File: src/rtl/sram_1rw1r_ctrl.sv
// Initiator-side controller for a 32x256 1RW+1R SRAM macro: valid/ready request
// channels in, active-low macro controls out, credit-limited 2-entry read-response FIFOs.

module sram_1rw1r_fifo_chk (
  input logic i_clk,
  input logic i_rst_n,
  input logic i_push,
  input logic i_pop,
  input logic i_full
);
  // Credit accounting guarantees a full FIFO is never pushed without a pop.
  a_no_overflow: assert property (@(posedge i_clk) disable iff (!i_rst_n)
    !(i_push && !i_pop && i_full));
endmodule

module sram_1rw1r_rsp_port #(
  parameter int DATA_W = 32
) (
  input  logic              clk_i,
  input  logic              rst_ni,
  input  logic              i_rd_fire,
  input  logic [DATA_W-1:0] i_dout,
  input  logic              i_rsp_ready,
  output logic              o_rsp_valid,
  output logic [DATA_W-1:0] o_rsp_rdata,
  output logic              o_rd_ready
);
  logic              r_inflight;
  logic [DATA_W-1:0] r_mem [2];
  logic              r_wptr;
  logic              r_rptr;
  logic [1:0]        r_count;
  logic              w_push;
  logic              w_pop;
  logic [1:0]        w_occ;

  assign w_push      = r_inflight;
  assign o_rsp_valid = (r_count != 2'd0);
  assign o_rsp_rdata = r_mem[r_rptr];
  assign w_pop       = o_rsp_valid & i_rsp_ready;
  assign w_occ       = {1'b0, r_inflight} + r_count;
  // A pop in this cycle frees a slot for the read being accepted alongside it.
  assign o_rd_ready  = (w_occ < 2'd2) | w_pop;

  // Read-in-flight flag, FIFO storage, pointers and occupancy.
  always_ff @(posedge clk_i or negedge rst_ni) begin
    if (!rst_ni) begin
      r_inflight <= 1'b0;
      r_mem[0]   <= {DATA_W{1'b0}};
      r_mem[1]   <= {DATA_W{1'b0}};
      r_wptr     <= 1'b0;
      r_rptr     <= 1'b0;
      r_count    <= 2'd0;
    end else begin
      r_inflight <= i_rd_fire;
      if (w_push) begin
        r_mem[r_wptr] <= i_dout;
        r_wptr        <= ~r_wptr;
      end
      if (w_pop) begin
        r_rptr <= ~r_rptr;
      end
      r_count <= r_count + {1'b0, w_push} - {1'b0, w_pop};
    end
  end

  sram_1rw1r_fifo_chk u_chk (
    .i_clk   (clk_i),
    .i_rst_n (rst_ni),
    .i_push  (w_push),
    .i_pop   (w_pop),
    .i_full  (r_count == 2'd2)
  );
endmodule

module sram_1rw1r_ctrl #(
  parameter int ADDR_W = 8,
  parameter int DATA_W = 32
) (
  input  logic              clk_i,
  input  logic              rst_ni,
  input  logic              a_req_valid_i,
  output logic              a_req_ready_o,
  input  logic              a_req_we_i,
  input  logic [3:0]        a_req_wmask_i,
  input  logic [ADDR_W-1:0] a_req_addr_i,
  input  logic [DATA_W-1:0] a_req_wdata_i,
  output logic              a_rsp_valid_o,
  input  logic              a_rsp_ready_i,
  output logic [DATA_W-1:0] a_rsp_rdata_o,
  input  logic              b_req_valid_i,
  output logic              b_req_ready_o,
  input  logic [ADDR_W-1:0] b_req_addr_i,
  output logic              b_rsp_valid_o,
  input  logic              b_rsp_ready_i,
  output logic [DATA_W-1:0] b_rsp_rdata_o,
  output logic              sram_csb0_o,
  output logic              sram_web0_o,
  output logic [3:0]        sram_wmask0_o,
  output logic [ADDR_W-1:0] sram_addr0_o,
  output logic [DATA_W-1:0] sram_din0_o,
  input  logic [DATA_W-1:0] sram_dout0_i,
  output logic              sram_csb1_o,
  output logic [ADDR_W-1:0] sram_addr1_o,
  input  logic [DATA_W-1:0] sram_dout1_i
);
  logic w_a_rd_ready;
  logic w_b_rd_ready;
  logic w_collision;
  logic w_a_fire;
  logic w_b_fire;

  // B reading the word A writes this cycle would see undefined data; hold B off one cycle.
  assign w_collision   = a_req_valid_i & a_req_we_i & b_req_valid_i &
                         (a_req_addr_i == b_req_addr_i);
  assign a_req_ready_o = a_req_we_i | w_a_rd_ready;
  assign b_req_ready_o = w_b_rd_ready & ~w_collision;

  // Gating with rst_ni keeps both chip selects inactive while reset is held.
  assign w_a_fire = a_req_valid_i & a_req_ready_o & rst_ni;
  assign w_b_fire = b_req_valid_i & b_req_ready_o & rst_ni;

  assign sram_csb0_o   = ~w_a_fire;
  assign sram_web0_o   = ~(w_a_fire & a_req_we_i);
  assign sram_wmask0_o = a_req_wmask_i;
  assign sram_addr0_o  = a_req_addr_i;
  assign sram_din0_o   = a_req_wdata_i;
  assign sram_csb1_o   = ~w_b_fire;
  assign sram_addr1_o  = b_req_addr_i;

  sram_1rw1r_rsp_port #(.DATA_W(DATA_W)) u_port_a (
    .clk_i       (clk_i),
    .rst_ni      (rst_ni),
    .i_rd_fire   (w_a_fire & ~a_req_we_i),
    .i_dout      (sram_dout0_i),
    .i_rsp_ready (a_rsp_ready_i),
    .o_rsp_valid (a_rsp_valid_o),
    .o_rsp_rdata (a_rsp_rdata_o),
    .o_rd_ready  (w_a_rd_ready)
  );

  sram_1rw1r_rsp_port #(.DATA_W(DATA_W)) u_port_b (
    .clk_i       (clk_i),
    .rst_ni      (rst_ni),
    .i_rd_fire   (w_b_fire),
    .i_dout      (sram_dout1_i),
    .i_rsp_ready (b_rsp_ready_i),
    .o_rsp_valid (b_rsp_valid_o),
    .o_rsp_rdata (b_rsp_rdata_o),
    .o_rd_ready  (w_b_rd_ready)
  );
endmodule

File: config.mk
export PLATFORM = sky130hd
export DESIGN_NAME = sram_1rw1r_ctrl
export DESIGN_NICKNAME = d
export VERILOG_FILES = /design/src/rtl/sram_1rw1r_ctrl.sv
export SDC_FILE = /design/constraint.sdc
export NUM_CORES = 1
export LEC_CHECK = 0
export ABC_AREA = 1
export BUFFER_PORTS_ARGS = -buffer_cell sky130_fd_sc_hd__buf_2
export CAP_MARGIN = 25
export CORE_ASPECT_RATIO = 1.5
export CORE_MARGIN = 2
export CORE_UTILIZATION = 45
export CTS_CLUSTER_DIAMETER = 200
export DETAILED_ROUTE_END_ITERATION = 6
export PLACE_DENSITY = 0.72
export SLEW_MARGIN = 20
export SYNTH_ARGS = -nofsm -noshare
export SYNTH_HDL_FRONTEND = slang
export SYNTH_SLANG_ARGS = --single-unit
File: constraint.sdc
create_clock -name clk_i -period 2.2 [get_ports clk_i]
set_input_delay 0.22 -clock clk_i [delete_from_list [all_inputs] [get_ports clk_i]]
set_output_delay 0.22 -clock clk_i [all_outputs]
set_load 0.01 [all_outputs]
* Word-level counts from Yosys, hierarchy flattened *
Index checks and enable logic that the tools add are counted.

word-level totals
  bits in registers = 138
  input bits = 123
  logic and storage cells = 69

cells by class
  $add $sub $neg = 4
  order comparisons = 8
  equality and inequality tests = 1
  multiplexer cells = 12
  bitwise operators = 28
  reduce and logical (&&, ||, !) cells = 4

operators by type and width
  kind                                                                           count
  32-bit 2-to-1 mux                                                              8
  64-bit bitwise mux                                                             2
  32-bit demux with 1-bit select                                                 2
  1-bit AND                                                                      12
  1-bit inverter                                                                 9
  8-bit == test                                                                  1
  2-bit greater-or-equal comparator (second input constant)                      4
  1-bit inverter with 2-bit output                                               4
  1-bit by 2-bit adder with 2-bit output                                         2
  2-bit by 1-bit less-than comparator with 1-bit output (second input constant)  2
  2-bit less-than comparator (second input constant)                             2
  2-bit nonzero test                                                             2
  2-bit by 1-bit subtractor with 2-bit output                                    2
  1-bit OR                                                                       3
  1-bit logical AND                                                              2

* Longest topological paths before layout *
Gate-level depths: netlist (run 1).

  depth in word-level cells = 8
  mapped depth = 8
  gate-level depth less buffers = 8

* By module *
Synthesis (run 1) repeated with hierarchy kept, for this count alone.

unflattened totals
  cells, all modules = 847
  area total of the unflattened synthesis = 6,596.3 sq um

modules (own cells, without submodules)
  module               times used  cells each  area an instance (sq um)
  sram_1rw1r_rsp_port  2           371         2,995.4
  sram_1rw1r_ctrl      1           105         605.6

* Least setup slack after synthesis (run 1) *
No wires, ideal clock.

  kind = reg-to-output
  start point = reg u_port_a.r_count[0]
  end point = out sram_web0_o
  data arrival time = 1.242 ns
  setup slack = 0.738 ns
  cell stages (with the launch flop) = 7
  path buffers = 0
  path through = dfrtp_1 ha_1 xor2_1 nand3_1 nand3_1 inv_1 nand2_1

on the way
  longest elaborated chain between the ends = 8
  elaborated cells between the ends (all ways) = 10
  classes of those cells = 1 x add/sub; 1 x order compare; 7 x bitwise; 1 x reduce/logical

RTL lines
  what                                                                          line    RTL
  from (decl)                                                                   32      logic [1:0] r_count;
  from (signal assigned)                                                        63      r_count <= r_count + {1'b0, w_push} - {1'b0, w_pop};
  1-bit by 2-bit adder with 2-bit output or 2-bit nonzero test (tied branches)  41, 38
  2-bit less-than comparator or 1-bit AND (tied branches)                       43, 40
  1-bit OR *                                                                    43      assign o_rd_ready = (w_occ < 2'd2) | w_pop;
  1-bit OR *                                                                    116     assign a_req_ready_o = a_req_we_i | w_a_rd_ready;
  via a_req_ready_o                                                             83      output logic a_req_ready_o,
  1-bit AND * (2 in a row)                                                      120     assign w_a_fire = a_req_valid_i & a_req_ready_o & rst_ni;
  1-bit AND *                                                                   124     assign sram_web0_o = ~(w_a_fire & a_req_we_i);
  1-bit inverter *                                                              124
  to (decl)                                                                     98      output logic sram_web0_o,

The timed path passes the listed nets; every way through them passes the cells marked *.

* Worst setup path in the final report (run 1) *
  start point = reg u_port_a.r_inflight
  end point = out sram_web0_o

on the way
  longest elaborated chain between the ends = 8

RTL lines
  what                                    line  RTL
  from (decl)                             28    logic r_inflight;
  from (signal assigned)                  55    r_inflight <= i_rd_fire;
  1-bit by 2-bit adder with 2-bit output  41    assign w_occ = {1'b0, r_inflight} + r_count;
  2-bit less-than comparator              43
  1-bit OR                                43
  1-bit OR                                116
  1-bit AND (2 in a row)                  120
  1-bit AND                               124
  1-bit inverter                          124

Every way passes these cells.

==> results of run 1 <==
## worst min-delay path: stages
cell                      delay (ns)
sky130_fd_sc_hd__buf_2          0.09
sky130_fd_sc_hd__inv_1          0.05
sky130_fd_sc_hd__o21ai_1        0.06
## placed cells by master (no fill, tap or decap), drive strengths merged
cell	count
o21ai	128
dlygate4sd3	1
xnor2	5
or2	3
inv	89
ha	4
nor2	4
dfrtp	138
buf	184
clkbuf	19
nand3b	1
bufinv	4
nand3	3
clkinv	5
xor2	6
nand2	348
clkinvlp	2
## area by class of cell
| type | count | share of cell area |
|---|---|---|
| Sequential cell | 138 | 0.433 |
| Inverter | 87 | 0.0411 |
| Clock buffer | 19 | 0.0543 |
| Multi-Input combinational cell | 502 | 0.292 |
| Tap cell | 196 | 0.0307 |
| Clock inverter | 13 | 0.0237 |
| Timing Repair Buffer | 185 | 0.126 |
## power by group through the flow
stage | sequential (mW) | combinational (mW) | clock, mW
floorplan | 4.32 | 3.26 | 0
global placement | 4.47 | 4.57 | 0
detailed placement | 4.50 | 4.67 | 0
CTS | 4.48 | 4.69 | 3.08
global route | 4.64 | 5.24 | 3.20
finish | 4.49 | 4.60 | 3.02
## kinds of logic after synthesis
group                      after synthesis
AOI/OAI and AO/OA                      128
adders and majority gates                4
and+or+nand+nor                        359
buffers and inverters                  179
DFF                                    138
xor gates and xnor gates                11
## layer usage
layer	vias to the layer above	wire, um
met5	-	0
met4	0	362
met3	39	700
met2	152	7280
met1	2340	6100
li1	2670	-
## registers in the layout (all words and copies together) (netlist names)
name,count
u_port_b.r_inflight,1
u_port_a.r_inflight,1
u_port_a.r_wptr,1
u_port_a.r_mem,64
u_port_a.r_count,2
u_port_b.r_wptr,1
u_port_b.r_rptr,1
u_port_b.r_count,2
u_port_a.r_rptr,1
u_port_b.r_mem,64
## timing repair
| item | CTS | global route |
|---|---|---|
| endpoints found under the setup margin | 1 | 0 |
| hold endpoints to repair | 138 | 0 |
| resized for setup | 1 | 0 |
| hold buffers | 1 | 0 |
## final timing paths
path                                startpoint             endpoint  slack, ns  cells after the start
min in group asynchronous               rst_ni  u_port_a.r_count[0]       0.16                      2
setup / recovery           u_port_a.r_inflight          sram_web0_o       0.27                      7
setup reg to reg           u_port_b.r_inflight   u_port_b.r_mem[49]       0.78                      5
max in group asynchronous               rst_ni   u_port_b.r_mem[16]       1.24                      3
hold / removal                sram_dout0_i[24]   u_port_a.r_mem[56]       0.06                      3
hold reg to reg             u_port_b.r_mem[38]   u_port_b.r_mem[38]       0.48                      2
## through the flow
step | power, mW | cell area [sq um]
6_report | 12.1 | 7980
5_1_grt | 13.1 | 7980
4_1_cts | 12.3 | 7980
3_5_place_dp | 9.17 | 7340
3_3_place_gp | 9.04 | 7340
2_1_floorplan | 7.57 | 6750
==> reports/qor.yml, run 1 <==
detail_route.vias_per_cell: 4.56
yosysWarnings: 0
share_seq_of_total_power: 0.371
post-route-worst-setup-slack_ns: 0.272
cts.sink_count: 138
grt_util_all_layers: 0.184
grt.busiest_layer: "met2"
synthDominantAreaCellType: "sky130_fd_sc_hd__dfrtp_1"
worst_setup_path_end_kind: "output port"
synth_edf_count: 0
synthTopCellsByArea: "sky130_fd_sc_hd__dfrtp_1, sky130_fd_sc_hd__nand2_1, sky130_fd_sc_hd__o21ai_2"
grt_first_pass_wirelength_um: 24100
cp.required_ns: 1.98
core_sq_mm: 0.0146
final_std_cells_w_o_fill: 1140
via_count_of_the_first_global_routing_pass: 4959
achievable-frequency_mhz: 519
worstHoldPathType: "in2reg"
status: "completed"
cts_htree_levels: 4
place.port_buffers: 173
drtAntennaViolNets: 0
insertion_delay_ns: 0.41
syn_nets: 946
post_route_utilization: 0.547
synth_top_area_frac: 0.512
globalRouteOverflowTotal: 0
power.net_switching_mw: 4.53
ctsLongestPathBuffers: 2
syn_area_sq_mm: 0.00675
switching_share: 0.374
i_o_pins: 246
timing_max_transition_violations_final: 0
die_area_sq_mm: 0.0160
grt_max_degree: 88
multi_input_area_sq_mm: 0.00233
synth_fa_ha_area_frac: 0.00741
critical_path.most_common_cell: "sky130_fd_sc_hd__nand3_1"
synthesis.area_per_instance_sq_um: 8.24
asyncSetResetFlopFracSynth: 1.00
grt.met1_usage: 0.226
rsz0062_at_grt: "no"
fillers: 1388
cellInternalPower_mw: 7.57
finalSetupViolations: 0
layout_min_cycle_time_ns: 1.93
critPathKind: "reg2out"
slowest_stage: "sky130_fd_sc_hd__dfrtp_1"
synth_ff_type: "sky130_fd_sc_hd__dfrtp_1"
clk_root_buffer_cell: "sky130_fd_sc_hd__clkbuf_16"
finalHoldViolations: 0
number_of_antenna_violations_at_the_first_check_in_global_routing: 0
drc_violations_left: 0
area_growth_syn_to_layout_pct: 18.2
grtUsageMet2: 0.312
grt_use_met3: 0.0411
remaining_max_slew_budget_at_the_tightest_pin: 0.576
ys_seq_elements: 138
synth_sequential_area_ratio: 0.512
setup-tns-final_ns: 0
dominant_combinational_cell_family_by_area_after_synthesis: "simple AND/OR/NAND/NOR gates"
cts_tree: "built"
leakage_nw: 4.55
compound_cell_area_share_of_the_yosys_netlist: 0.120
critical_path_cell_list: "ha_1 -> xor2_1 -> nand3_1 -> nand3_1 -> inv_1 -> nand2_1 -> buf_2"
worst_ep_arrival_time_ns: 1.71
cap_violations: 0
worstPathBufferInverterCount: 2
number_of_cts_inserted_buffers: 17
rows: 54
max_stage_delay_ns: 0.40
floorplan.die.height_um: 154
timing.final.crit_share: 0.876
gp_routability_congestion: 0.779
critPathLaunchType: "flip-flop"
synth_simple_gate_area_frac: 0.202
drc_violation_total_after_the_first_tritonroute_iteration: 271
dieWidth_um: 104
hold_slack_ns: 0.0621
synth.top_cells.by_count: "sky130_fd_sc_hd__nand2_1, sky130_fd_sc_hd__dfrtp_1, sky130_fd_sc_hd__inv_1"
synth_cells: 819
synth_xor_xnor_area_share: 0.0143
netlist-cell-type-count: 19
worst_pin_slew_ns: 0.636
worst-path-max-fanout: 3
seqCellArea_sq_mm: 0.00345
routed_wire_length_per_instance_um: 12.7
floorplan.initialDensity: 0.463
power_density_over_cell_area_mw_per_mm2: 1520
most_frequent_cell_after_synthesis: "sky130_fd_sc_hd__nand2_1"
cts_setup_buffers: 0
finClkSkew_ns: 0.00841
vdd.ir_drop.worst_v: 0.000745
hpwlAfterDp_um: 9790
power.share.clock: 0.249
timing.critical_path.max_delay_family: "flip-flops"
place_worst_setup_slack_ns: 0.446
routed-via-count: 5201
numPlacedInstances: 1107
first_pass_iters: 4
drive_above_1_share: 0.282
antenna_diode_count: 0
drt_wl_total_um: 14400
clk_transition_reported_paths_ns: 0.06
number_of_nets_in_the_finished_design: 1058
post_synth_mux_area_share: 0
power.share.combinational: 0.380
(Power assumes the default switching activity.)
==> run 2, diff against run 1 <==
--- a/config.mk
+++ b/config.mk
@@ -10,10 +10,10 @@
 export CAP_MARGIN = 25
 export CORE_ASPECT_RATIO = 1.5
 export CORE_MARGIN = 2
-export CORE_UTILIZATION = 45
+export CORE_UTILIZATION = 30
 export CTS_CLUSTER_DIAMETER = 200
 export DETAILED_ROUTE_END_ITERATION = 6
-export PLACE_DENSITY = 0.72
+export PLACE_DENSITY = 0.51
 export SLEW_MARGIN = 20
 export SYNTH_ARGS = -nofsm -noshare
 export SYNTH_HDL_FRONTEND = slang
==> reports/qor.yml, run 2 (synthesis results as in run 1) <==
status: "completed"
rows: 67  # +24%
cts_tree: "built"
via_count_of_the_first_global_routing_pass: 5178  # +4.4%
routed_wire_length_per_instance_um: 12.6  # -0.34%
ctsLongestPathBuffers: 2  # unchanged
dr.max_layer_used: "met4"
rsz0062_at_grt: "no"
design_power_total_mw: 12.3  # +1.2%
cellInternalPower_mw: 7.73  # +2.1%
cts_repair_resize_count: 0  # -1
first_pass_iters: 5  # +1
i_o_pins: 246  # unchanged
worst-path-max-fanout: 3  # unchanged
drive_above_1_share: 0.280  # -0.00152
critPathLaunchType: "flip-flop"
final_common_cell: "sky130_fd_sc_hd__nand2_1"
worst_pin_slew_ns: 0.788  # +0.152 ns
cp.required_ns: 1.98  # about the same
floorplan.die.height_um: 188  # +22%
routed-via-count: 5196  # -0.096%
grt_util_all_layers: 0.134  # -0.0501
finalHoldViolations: 0  # unchanged
clk_root_buffer_cell: "sky130_fd_sc_hd__clkbuf_16"
die_area_sq_mm: 0.0237  # +48%
critPathKind: "reg2out"
leakage_nw: 4.57  # +0.40%
achievable-frequency_mhz: 530  # +2.2%
power.net_switching_mw: 4.53  # -0.17%
worst_setup_path_end_kind: "output port"
timing.final.crit_share: 0.858  # -0.0189
insertion_delay_ns: 0.42  # about the same
worst_ep_arrival_time_ns: 1.67  # -0.04 ns
wl_met1_um: 6780  # +11%
cts_htree_levels: 4  # unchanged
most-common-layout-cells: "sky130_fd_sc_hd__nand2_1, sky130_fd_sc_hd__buf_2, sky130_fd_sc_hd__dfrtp_1"
power.share.clock: 0.255  # +0.006
finClkSkew_ns: 0.00877  # +0.000355 ns
share_seq_of_total_power: 0.362  # -0.009
detailroute.wirelength.met2_um: 7490  # +2.9%
switching_share: 0.369  # -0.00518
drt_wl_total_um: 15400  # +6.6%
cts.sink_count: 138  # unchanged
core_sq_mm: 0.0222  # +52%
number_of_nets_in_the_finished_design: 1056  # -0.19%
number_of_cts_inserted_buffers: 17  # unchanged
number_of_antenna_violations_at_the_first_check_in_global_routing: 0  # unchanged
detail_route.vias_per_cell: 4.26  # -6.6%
post_dp_cell_area_sq_mm: 0.00747  # +1.7%
floorplan.initialDensity: 0.304  # -0.159
reg.largest.list: "u_port_a.r_mem: 64 flops, u_port_b.r_mem: 64 flops"
grt_first_pass_wirelength_um: 25600  # +6.5%
drc_violations_left: 0  # unchanged
globalRouteOverflowTotal: 0  # unchanged
layout_min_cycle_time_ns: 1.89  # -0.0416 ns
clk_transition_reported_paths_ns: 0.06  # about the same
layout.cell_area.non_filler_sq_mm: 0.00813  # +1.9%
timing_max_transition_violations_final: 0  # unchanged
power.share.combinational: 0.383  # +0.003
vdd.ir_drop.worst_v: 0.000628  # -16%
setup-tns-final_ns: 0  # unchanged
dr_wl_met3_um: 795  # +14%
finalSetupViolations: 0  # unchanged
area_growth_syn_to_layout_pct: 20.4
dieWidth_um: 126  # +22%
gp_routability_congestion: 0.712  # -8.6%
worstHoldPathType: "in2reg"
power_density_over_cell_area_mw_per_mm2: 1510  # -0.62%
cap_violations: 0  # unchanged
cts_setup_buffers: 0  # unchanged
grt_max_degree: 125  # +42%
drtAntennaViolNets: 0  # unchanged
remaining_max_slew_budget_at_the_tightest_pin: 0.475  # -0.101
drc_violation_total_after_the_first_tritonroute_iteration: 284  # +4.8%
hpwlAfterDp_um: 10200  # +4.2%
place.port_buffers: 173  # unchanged
[run 2: cell types whose count changed in the layout (fill, tap and decap cells not counted)]
cell | before | now
sky130_fd_sc_hd__buf_12 | 3 | 6
sky130_fd_sc_hd__buf_4 | 8 | 3
sky130_fd_sc_hd__clkbuf_1 | 2 | 1
sky130_fd_sc_hd__clkbuf_8 | 0 | 4
sky130_fd_sc_hd__clkinv_1 | 1 | 2
sky130_fd_sc_hd__clkinv_2 | 3 | 2
sky130_fd_sc_hd__diode_2 | 0 | 1
sky130_fd_sc_hd__inv_6 | 4 | 1
[run 2: power by group through the flow]
stage / sequential [mW] / combinational (mW) / clock (mW)
6_report: 4.44 / 4.69 / 3.13
5_1_grt: 4.61 / 5.43 / 3.33
4_1_cts: 4.44 / 4.85 / 3.22
3_5_place_dp: 4.47 / 4.83 / 0
3_3_place_gp: 4.46 / 4.77 / 0
2_1_floorplan: 4.32 / 3.26 / 0
[run 2: area by class of cell]
type	count	area, sq um
clock inverter	10	163
fill	2366	14100
timing repair buffer	183	1020
inverter	87	327
tap	276	345
clock buffer	22	484
antenna	1	2.50
sequential	138	3450
multi-input combinational	502	2330
[run 2: routing by layer]
layer	global-route usage	vias up
met3	0.0345	32
li1	-	2666
met4	0.0533	0
met2	0.221	109
met5	0	-
met1	0.167	2389
[run 2: critical path, cell delays in order, from the launching register on]
cell and delay, ns:
sky130_fd_sc_hd__dfrtp_1 0.41, sky130_fd_sc_hd__ha_1 0.20, sky130_fd_sc_hd__xor2_1 0.20, sky130_fd_sc_hd__nand3_1 0.12
sky130_fd_sc_hd__nand3_1 0.10, sky130_fd_sc_hd__inv_1 0.06, sky130_fd_sc_hd__nand2_1 0.05, sky130_fd_sc_hd__buf_2 0.12
[run 2: what timing repair did]
item                                    in CTS  in global routing
hold buffers                                 1                  0
endpoints found under the setup margin       0                  0
hold endpoints to repair                    14                  0
[run 2: through the flow]
step	util	worst slack, ns	hold WS, ns	instances
final	0.366	0.313	0.0465	1219
after global routing	0.366	0.176	0.0432	1218
after CTS	0.366	0.271	0.0224	1218
after detailed placement	0.336	0.692	0.0773	1185
after global placement	0.336	0.717	0.0771	1185
after floorplan	-	0.738	-0.0756	819
[run 2: path summary, 6_finish.rpt]
check                                          from                  to  slack (ns)  depth (start not counted)
worst max-delay path            u_port_a.r_inflight         sram_web0_o        0.31                          7
worst min-delay path               sram_dout0_i[29]  u_port_a.r_mem[61]        0.05                          3
worst max register to register  u_port_b.r_inflight  u_port_b.r_mem[40]        0.64                          5
worst min register to register    u_port_a.r_mem[1]   u_port_a.r_mem[1]        0.48                          2
max in group asynchronous                    rst_ni   u_port_b.r_mem[3]        0.93                          3
min in group asynchronous                    rst_ni     u_port_b.r_rptr        0.26                          2
==> run 3, diff against run 2 <==
--- a/config.mk
+++ b/config.mk
@@ -14,6 +14,7 @@
 export CTS_CLUSTER_DIAMETER = 200
 export DETAILED_ROUTE_END_ITERATION = 6
 export PLACE_DENSITY = 0.51
+export RECOVER_POWER = 50
 export SLEW_MARGIN = 20
 export SYNTH_ARGS = -nofsm -noshare
 export SYNTH_HDL_FRONTEND = slang
==> constraint.sdc (replaced) <==
create_clock -name clk_i -period 2.2 [get_ports clk_i]
set_input_delay 0.22 -clock clk_i [delete_from_list [all_inputs] [get_ports clk_i]]
set_output_delay 0.22 -clock clk_i [all_outputs]
set_load 0.1 [all_outputs]
==> reports/qor.yml, run 3 (synthesis results as in run 1) <==
status: "completed"
timing_max_transition_violations_final: 0  # unchanged
finalSetupViolations: 0  # unchanged
gp_routability_congestion: 0.682  # -4.2%
worst_setup_path_startpoint: "u_port_b.r_inflight"
timing.final.crit_share: 0.927  # +0.0696
slowest_stage: "sky130_fd_sc_hd__buf_2"
rows: 67  # unchanged
worstHoldPathType: "in2reg"
worst_reg2reg_path_depth: 5  # unchanged
hold_depth: 3  # unchanged
cp.required_ns: 1.98  # about the same
core_sq_mm: 0.0222  # unchanged
finalHoldViolations: 0  # unchanged
drc_violation_total_after_the_first_tritonroute_iteration: 229  # -19%
layout_min_cycle_time_ns: 2.04  # +0.153 ns
die_area_sq_mm: 0.0237  # unchanged
worst_pin_slew_ns: 1.29  # +0.501 ns
clk_root_buffer_cell: "sky130_fd_sc_hd__clkbuf_16"
i_o_pins: 246  # unchanged
globalRouteOverflowTotal: 0  # unchanged
cts_setup_buffers: 0  # unchanged
critical_path_cell_list: "ha_1 -> xor2_1 -> nand2_1 -> nand2_1 -> inv_1 -> buf_2"
via_count_of_the_first_global_routing_pass: 5159  # -0.37%
grt_util_all_layers: 0.131  # -0.00286
timing.critical_path.max_delay_family: "buffers and inverters"
rsz0062_at_grt: "no"
clk_transition_reported_paths_ns: 0.06  # about the same
number_of_cts_inserted_buffers: 17  # unchanged
hp-start: "sram_dout1_i[24]"
number_of_nets_in_the_finished_design: 1056  # unchanged
worstPathBufferInverterCount: 2  # unchanged
r2r_start: "u_port_a.r_inflight"
area_growth_syn_to_layout_pct: 19.0
detail_route.vias_per_cell: 4.26  # about the same
worst_ep_arrival_time_ns: 1.82  # +0.15 ns
worst-path-max-fanout: 3  # unchanged
drc_violations_left: 0  # unchanged
remaining_max_slew_budget_at_the_tightest_pin: 0.144  # -0.330
floorplan.die.height_um: 188  # unchanged
setup-tns-final_ns: 0  # unchanged
worst-path-stages: 6  # -1
cts_tree: "built"
critPathKind: "reg2out"
drt_wl_total_um: 15000  # -2.3%
finClkSkew_ns: 0.00832  # -0.000449 ns
place.port_buffers: 173  # unchanged
most-common-layout-cells: "sky130_fd_sc_hd__nand2_1, sky130_fd_sc_hd__buf_2, sky130_fd_sc_hd__dfrtp_1"
routed_wire_length_per_instance_um: 12.3  # -2.3%
routed-via-count: 5194  # -0.038%
drive_above_1_share: 0.258  # -0.0223
critical_path.most_common_cell: "sky130_fd_sc_hd__nand2_1"
hpwlAfterDp_um: 9750  # -4.4%
number_of_antenna_violations_at_the_first_check_in_global_routing: 3  # +3
achievable-frequency_mhz: 490  # -7.5%
drtAntennaViolNets: 0  # unchanged
max_stage_delay_ns: 0.42  # about the same
floorplan.initialDensity: 0.304  # unchanged
dieWidth_um: 126  # unchanged
worst_setup_path_end_kind: "output port"
cts_htree_levels: 4  # unchanged
grt_max_degree: 121  # -3.2%
first_pass_iters: 5  # unchanged
reg.largest.list: "u_port_a.r_mem: 64 flops, u_port_b.r_mem: 64 flops"
cts.sink_count: 138  # unchanged
critPathLaunchType: "flip-flop"
insertion_delay_ns: 0.41  # about the same
cap_violations: 0  # unchanged
final_common_cell: "sky130_fd_sc_hd__nand2_1"
fillers: 2421  # +2.3%
grt_first_pass_wirelength_um: 25300  # -1.4%
ctsLongestPathBuffers: 2  # unchanged
-- run 3: cell types whose count changed in the layout (fill, tap and decap cells not counted), moves of 4 or more --
cell	previous run	this run
sky130_fd_sc_hd__clkbuf_8	4	0
sky130_fd_sc_hd__clkbuf_1	1	20
sky130_fd_sc_hd__buf_2	172	153
sky130_fd_sc_hd__o21ai_0	64	70
sky130_fd_sc_hd__o21ai_2	46	40
-- run 3: worst reg2reg max path, stage by stage, from the launching register on --
cell and delay (ns):
sky130_fd_sc_hd__dfrtp_1 0.40, sky130_fd_sc_hd__inv_1 0.07, sky130_fd_sc_hd__or2_0 0.67, sky130_fd_sc_hd__buf_12 0.34, sky130_fd_sc_hd__nand2_1 0.15, sky130_fd_sc_hd__o21ai_2 0.07
-- run 3: repair_timing --
action | in CTS | in global routing
hold buffers | 1 | 0
gates resized for setup | 1 | 3
setup endpoints to repair | 1 | 3
hold endpoints to repair | 18 | 0
-- run 3: worst paths after layout --
| kind | end | slack [ns] |
|---|---|---|
| min in group asynchronous | u_port_b.r_inflight | 0.25 |
| hold / removal | u_port_b.r_mem[56] | 0.06 |
| max in group asynchronous | u_port_b.r_mem[56] | 0.62 |
| setup reg to reg | u_port_a.r_mem[49] | 0.44 |
| hold reg to reg | u_port_b.r_mem[63] | 0.48 |
| setup / recovery | b_req_ready_o | 0.16 |
-- run 3: stage by stage --
step                      area (sq um)  setup WS (ns)  hold WS, ns   util  cells
after floorplan                   6790         0.0149      -0.0756      -    819
after global placement            7490          0.368        0.105  0.337   1185
after detailed placement          7490          0.359        0.106  0.337   1185
after CTS                         8070        0.00851       0.0404  0.363   1218
after global routing              8030         0.0330       0.0512  0.362   1218
final                             8040          0.160       0.0600  0.362   1219
-- run 3: per-layer routing --
layer | wire length, um | up-vias | GRT usage
met1 | 6520 | 2360 | 0.157
met3 | 1110 | 30 | 0.0422
met2 | 7100 | 133 | 0.216
li1 | - | 2667 | -
met4 | 274 | 4 | 0.0545
met5 | 28 | - | 0
-- run 3: area by class of cell --
class	instances	area (sq um)	area share
Clock inverter	11	124	0.0154
Sequential cell	138	3450	0.430
Inverter	87	327	0.0406
Antenna cell	1	2.50	0.000311
Multi-Input combinational cell	502	2350	0.293
Clock buffer	21	440	0.0548
Tap cell	276	345	0.0430
Timing Repair Buffer	183	991	0.123
Power of run 3 is left out: the tool's default activity adds up to more than one toggle a clock period on the data nets, which glitch-free logic cannot reach.
